<file path="config.mk">
export PLATFORM = sky130hd
export DESIGN_NAME = ir_prefix_tracker
export DESIGN_NICKNAME = d
export VERILOG_FILES = /design/src/rtl/ir_prefix_tracker.sv
export SDC_FILE = /design/constraint.sdc
export NUM_CORES = 1
export LEC_CHECK = 0
export ABC_AREA = 1
export CAP_MARGIN = 40
export CORE_AREA = 2 2 47 81
export CTS_CLUSTER_DIAMETER = 30
export CTS_CLUSTER_SIZE = 16
export DETAILED_ROUTE_END_ITERATION = 10
export DIE_AREA = 0 0 49 83
export HOLD_SLACK_MARGIN = 0.08
export PLACE_DENSITY_LB_ADDON = 0.08
export SYNTH_ARGS = -nofsm -noshare
export SYNTH_HDL_FRONTEND = slang
export SYNTH_SLANG_ARGS = --single-unit
</file>
<file path="constraint.sdc">
create_clock -name clk -period 2.9 [get_ports clk]
set_input_delay 0.58 -clock clk [delete_from_list [all_inputs] [get_ports clk]]
set_output_delay 0.58 -clock clk [all_outputs]
set_load 0.01 [all_outputs]
</file>
<file path="src/rtl/ir_prefix_tracker.sv">
// Opcode prefix tracker: folds DD/FD/CB/ED prefix bytes and the DD/FD CB displacement into ir/prefix for pla_decode.
// Latency: 1 clk from byte_valid to registered ir/prefix/ir_valid/prefix_busy.
// Backpressure: none; accepts one byte per cycle, prefix_busy tells the sequencer to fetch another byte.
module ir_prefix_tracker #(
    parameter logic [7:0] NOP_OPCODE = 8'h00
) (
    input  logic       clk,
    input  logic       nreset,
    input  logic [7:0] byte_in,
    input  logic       byte_valid,
    input  logic       instr_done,
    output logic [7:0] ir,
    output logic [4:0] prefix,
    output logic       use_iy,
    output logic [7:0] disp,
    output logic       disp_valid,
    output logic       ir_valid,
    output logic       prefix_busy
);

    typedef enum logic [2:0] {
        S_BASE,
        S_IXY,
        S_CB,
        S_ED,
        S_XYCB_D,
        S_XYCB_OP
    } state_t;

    localparam logic [7:0] BYTE_DD = 8'hDD;
    localparam logic [7:0] BYTE_FD = 8'hFD;
    localparam logic [7:0] BYTE_CB = 8'hCB;
    localparam logic [7:0] BYTE_ED = 8'hED;

    // prefix bus layout: {~ixy, ixy, tblXX, tblCB, tblED}
    localparam logic [4:0] PFX_BASE = 5'b10100;
    localparam logic [4:0] PFX_XY   = 5'b01100;
    localparam logic [4:0] PFX_CB   = 5'b10010;
    localparam logic [4:0] PFX_ED   = 5'b10001;
    localparam logic [4:0] PFX_XYED = 5'b01001;
    localparam logic [4:0] PFX_XYCB = 5'b01010;

    state_t     state, state_nxt, eff_state;
    logic       ixy, ixy_nxt, eff_ixy;
    logic [7:0] ir_nxt;
    logic [4:0] prefix_nxt;
    logic       use_iy_nxt;
    logic [7:0] disp_nxt;
    logic       disp_valid_nxt;
    logic       ir_valid_nxt;
    logic       prefix_busy_nxt;
    logic       is_xy;

    assign is_xy = (byte_in == BYTE_DD) || (byte_in == BYTE_FD);

    always_ff @(posedge clk or negedge nreset) begin
        if (!nreset) begin
            state       <= S_BASE;
            ixy         <= 1'b0;
            ir          <= NOP_OPCODE;
            prefix      <= PFX_BASE;
            use_iy      <= 1'b0;
            disp        <= 8'h00;
            disp_valid  <= 1'b0;
            ir_valid    <= 1'b0;
            prefix_busy <= 1'b0;
        end else begin
            state       <= state_nxt;
            ixy         <= ixy_nxt;
            ir          <= ir_nxt;
            prefix      <= prefix_nxt;
            use_iy      <= use_iy_nxt;
            disp        <= disp_nxt;
            disp_valid  <= disp_valid_nxt;
            ir_valid    <= ir_valid_nxt;
            prefix_busy <= prefix_busy_nxt;
        end
    end

    // instr_done is applied first, so a byte arriving with it decodes from BASE
    always_comb begin
        eff_state      = instr_done ? S_BASE : state;
        eff_ixy        = instr_done ? 1'b0 : ixy;
        state_nxt      = eff_state;
        ixy_nxt        = eff_ixy;
        ir_nxt         = instr_done ? NOP_OPCODE : ir;
        prefix_nxt     = instr_done ? PFX_BASE : prefix;
        use_iy_nxt     = use_iy;
        disp_nxt       = disp;
        disp_valid_nxt = instr_done ? 1'b0 : disp_valid;
        ir_valid_nxt   = 1'b0;

        if (byte_valid) begin
            case (eff_state)
                S_BASE: begin
                    // a new instruction starts here, so any earlier displacement is stale
                    disp_valid_nxt = 1'b0;
                    if (is_xy) begin
                        state_nxt  = S_IXY;
                        ixy_nxt    = 1'b1;
                        use_iy_nxt = byte_in[5];
                    end else if (byte_in == BYTE_CB) begin
                        state_nxt = S_CB;
                    end else if (byte_in == BYTE_ED) begin
                        state_nxt = S_ED;
                    end else begin
                        ir_nxt       = byte_in;
                        prefix_nxt   = PFX_BASE;
                        ir_valid_nxt = 1'b1;
                    end
                end
                S_IXY: begin
                    if (is_xy) begin
                        use_iy_nxt = byte_in[5];
                    end else if (byte_in == BYTE_CB) begin
                        state_nxt = S_XYCB_D;
                    end else if (byte_in == BYTE_ED) begin
                        state_nxt = S_ED;
                    end else begin
                        ir_nxt       = byte_in;
                        prefix_nxt   = PFX_XY;
                        ir_valid_nxt = 1'b1;
                        ixy_nxt      = 1'b0;
                        state_nxt    = S_BASE;
                    end
                end
                S_CB: begin
                    ir_nxt       = byte_in;
                    prefix_nxt   = PFX_CB;
                    ir_valid_nxt = 1'b1;
                    state_nxt    = S_BASE;
                end
                S_ED: begin
                    ir_nxt       = byte_in;
                    prefix_nxt   = eff_ixy ? PFX_XYED : PFX_ED;
                    ir_valid_nxt = 1'b1;
                    ixy_nxt      = 1'b0;
                    state_nxt    = S_BASE;
                end
                S_XYCB_D: begin
                    disp_nxt       = byte_in;
                    disp_valid_nxt = 1'b1;
                    state_nxt      = S_XYCB_OP;
                end
                S_XYCB_OP: begin
                    ir_nxt       = byte_in;
                    prefix_nxt   = PFX_XYCB;
                    ir_valid_nxt = 1'b1;
                    ixy_nxt      = 1'b0;
                    state_nxt    = S_BASE;
                end
                default: begin
                    state_nxt = S_BASE;
                    ixy_nxt   = 1'b0;
                end
            endcase
        end

        prefix_busy_nxt = (state_nxt != S_BASE);
    end

endmodule

</file>
### Word level (Yosys, flattened, before mapping)

Cells that the tools add are included.

* bits in registers: 29
* input bits: 12
* logic and storage cells: 66

* equality and inequality tests: 9
* multiplexer cells: 40
* reductions and logical operators: 8

Operators by type and width (number)
* $mux W5: 9
* $mux W8: 5
* $eq A8 B8 Y1 const B: 4
* $pmux W5 S5: 1
* $mux W3: 7
* $pmux W8 S2: 1
* $mux W1: 12
* $pmux W3 S3: 1
* $eq A3 B2 Y1 const B: 2
* $eq A3 B3 Y1 const B: 2
* $pmux W1 S2: 2
* $reduce_or A2 Y1: 2
* $eq A3 B1 Y1 const B: 1
* $logic_not A3 Y1: 1
* $pmux W1 S3: 1
* $reduce_and A3 Y1: 1
* $reduce_bool A3 Y1: 1
* $reduce_or A3 Y1: 1
* $mux W2: 1
* $reduce_and A2 Y1: 1
* $logic_or A1 B1 Y1: 1

### Logic depth before layout (Yosys ltp)

* depth after elaboration: 7
* gate-level depth with buffers: 11
* mapped depth without buffers: 11

### Least setup slack after synthesis

OpenSTA, ideal clock, no wires.

* path type: input -> register
* from: input port byte_in[5]
* to: register prefix[0]
* setup time: 95 ps
* data arrival time: 1437 ps
* required time: 2805 ps
* slack: 1367 ps
* cell stages on the path: 10
* path buffers: 1
* path through: inv_2 nand2_1 nor2_1 nand2_1 nand3_2 nand2_4 nand2_8 buf_12 nand3_2 o31ai_1

* longest elaborated chain between the ends: 6
* elaborated cells between the ends (all ways): 13
* those cells by class: eq/ne (4); mux (8); reduce/logical (1)

Ends and longest elaborated chain
* start: declaration: line 9 `input logic [7:0] byte_in,`
* $eq A8 B8 Y1: line 104, 117
* $mux W5, on equally long branches: line 117, 104
* $mux W5, on equally long branches: line 115, 102
* $mux W5, on equally long branches: line 113, 98
* $pmux W5 S5 *: line 94 `case (eff_state)`
* $mux W5 *: line 93 `if (byte_valid) begin`
* via prefix_nxt[0]: line 46 `logic [4:0] prefix_nxt;`
* end signal: assignment: line 71 `prefix <= prefix_nxt;`
* end: declaration: line 13 `output logic [4:0] prefix,`

Mark *: on every way through the listed nets, which the timed path passes. The rest lies on a longest branch.
A chain may end at the register's enable or synchronous reset.

### Final worst setup path

* from: input port instr_done
* to: register prefix_busy

* longest elaborated chain between the ends: 7
* elaborated cells between the ends (all ways): 11
* those cells by class: eq/ne (2); mux (7); reduce/logical (2)

Ends and longest elaborated chain
* start: declaration: line 11 `input logic instr_done,`
* $mux W3 *: line 82 `eff_state = instr_done ? S_BASE : state;`
* $mux W3: line 104 `end else if (byte_in == BYTE_ED) begin`
* $mux W3: line 102 `end else if (byte_in == BYTE_CB) begin`
* $mux W3: line 98 `if (is_xy) begin`
* $pmux W3 S3: line 94
* $mux W3 *: line 93
* via state_nxt[2]: line 43 `state_t state, state_nxt, eff_state;`
* $reduce_bool A3 Y1 *: line 159 `prefix_busy_nxt = (state_nxt != S_BASE);`
* via prefix_busy_nxt: line 51 `logic prefix_busy_nxt;`
* end signal: assignment: line 76 `prefix_busy <= prefix_busy_nxt;`
* end: declaration: line 18 `output logic prefix_busy`

Marks and branches as above.

==> metrics <==
status=complete, no violations; CP endpoint kind=flip-flop; ANT cells=0; delay-heaviest family, CP=simple AND/OR/NAND/NOR gates; DPL Wire Length=3.16 mm; most frequent cells in the layout=nand2_1 (41), clkdlybuf4s50_1 (36), dfrtp_1 (27); drt wl/cell=15.1 µm; WP data required=3.11 ns; DIE AREA=0.00407 mm²; Initial Utilization=48.0%; largest net degree at the start of global routing=30; Crit path arrival time=2.31 ns; most common cell after layout, fill and taps aside=nand2_1; Row Count=28; Layout fillers=305; CTS max path bufs=2; # DRC=0; maximum capacitance violations=0; Die Y=83 µm; Synth Warn #=0; H-Tree Depth=2; die width=49 µm; Post-Syn Area=0.00163 mm²; CP most frequent cell=nand2_1; Slowest cell on crit path=clkdlybuf4s50_1; Post-Syn Nets=196; post-synth top area cell=dfrtp_1; CTS tree=yes; GRT Residual Overflow=0; cts repair resizes=0; unique cell type count in the Yosys netlist=28; Final Hold Fails=0; hold bufs inserted after CTS=0; final setup violation count=0; Fmax=476 MHz; VDD IR max=401 µV; Hold Path Depth=2; number of global-route vias before repair=1,494; GP Congestion=0.919; worst reg2reg path depth=10; worst min-delay path class=reg2reg; CP peak stage delay=0.60 ns; drt via density=5.21; Worst-Margin Slew=0.498 ns; Worst-path clk slew=0.06 ns; Fin Setup TNS=0 ns; # IOs=37; final net count=236; total core area=0.00340 mm²; Synth Area per Inst=8.86 µm²; Worst-Skew Late Latency=0.27 ns; clock buffer count from CTS=5; Static Leak=0.963 nW; Post-Syn Instances=184; worst-path cell chain=clkdlybuf4s50_1 > nor2_4 > nand2_4 > nor2_2 > nand3_1 > nand2_1 > nand2_1 > o21ai_2 > nor2_1 > nand2_1; Setup WS post-layout=0.798 ns; RSZ-0062 raised after global routing=false; Starting DRT DRC Count=45; top cell type's share of synthesized area=41.4%; final WL=4.06 mm; Tcrit/Tclk final=72.5%; via count=1,401; clock sink count=29; initial antenna violation count=0; Setup crit start kind=primary input; # Post-CTS Setup Buffers=0; CP Buf/Inv Count=1; largest cells by area after synthesis=dfrtp_1 (41%), nand2_1 (9.4%), o21ai_2 (8.6%); Worst Skew=0.00685 ns; crit-path max FO=7; fin. max-slew vios=0; area grow syn2layout=28.5%; pre-CTS setup slack=0.528 ns; FF+latch count, synth=29; input/output buffers=36; Final ANT Viol Nets=0; Critical Path Stages=10; root buf cell=clkbuf_8; Total GRT Usage=22.0%; layout cells sized above 1=23.2%; PwrDens=428 mW/mm²; headroom to the max-slew limit=66.7%; crit path kind=in2reg; post-layout min period=2.10 ns; sequential fraction of the synthesis area=44.7%; global-route wire length before repair=6.76 mm; first drt pass iteration count=5
[routing by layer]
metal  track usage, %  wire length, µm
met5                0                0
met1             22.1             1450
met2             40.0             2280
met3             3.06              168
met4             15.6              166
[layout make-up]
cell class / count / area [µm²] / share of cell area (%)
Inverter: 23 / 101 / 4.84
Sequential cell: 29 / 728 / 34.8
Multi-Input combinational cell: 128 / 754 / 36.0
Timing Repair Buffer: 37 / 368 / 17.6
Clock buffer: 7 / 86.3 / 4.12
Tap cell: 45 / 56.3 / 2.69
[metrics by stage]
step	cell area, µm²	hold slack, ns	power [mW]	utilization, %	instances
after floorplan	1630	0.284	0.506	-	184
after global placement	2010	0.467	0.576	59.1	262
after detailed placement	2010	0.468	0.578	59.1	262
after CTS	2090	0.483	0.915	61.6	269
after global routing	2090	0.515	0.936	61.6	269
final	2090	0.481	0.897	61.6	269
[worst reg2reg max path: cells and delay by family, from the launching register on]
kind / cells / cell delay, ns
AOI/OAI and AO/OA: 1 / 0.10
buffers and inverters: 1 / 0.16
DFF: 1 / 0.43
and+or+nand+nor: 8 / 0.96
[logic make-up (layout without fill, tap and decap cells)]
kind of cell           after synthesis  after routing  synth area share (%)
flip-flops                          29             29                  44.7
buffers and inverters               27             67                  9.06
AO/OA/AOI/OAI                       36             36                  15.3
AND/OR/NAND/NOR                     92             92                  30.9
[synth_stat cells, drive strengths merged]
master	n
a31oi	1
dfstp	2
nor2	19
clkbuf	1
a21oi	6
o21ai	25
inv	23
buf	3
nand2	50
o31ai	2
nand3	19
dfrtp	27
o211ai	1
nand3b	2
o22ai	1
nor3	2
[path summary, 6_finish.rpt]
check / start / to / slack [ns]
max in group asynchronous: nreset / prefix[2] / 1.90
worst max-delay path: instr_done / prefix_busy / 0.80
min in group asynchronous: nreset / ir[4] / 0.70
worst max register to register: state[0] / prefix_busy / 1.20
worst min-delay path: disp[5] / disp[5] / 0.48
worst min register to register: disp[5] / disp[5] / 0.48
[power by group]
| group | internal, mW | total [mW] | switching (mW) |
|---|---|---|---|
| Sequential | 0.424 | 0.433 | 0.00957 |
| Combinational | 0.0643 | 0.136 | 0.0719 |
| Clock | 0.188 | 0.327 | 0.140 |
[state kept, by name, summed over array words and instances (netlist names)]
signal / cells
prefix_busy: 1
ir_valid: 1
prefix: 5
disp: 8
ixy: 1
use_iy: 1
ir: 8
disp_valid: 1
state: 3
Note: power is estimated with default switching activity, not from simulation.
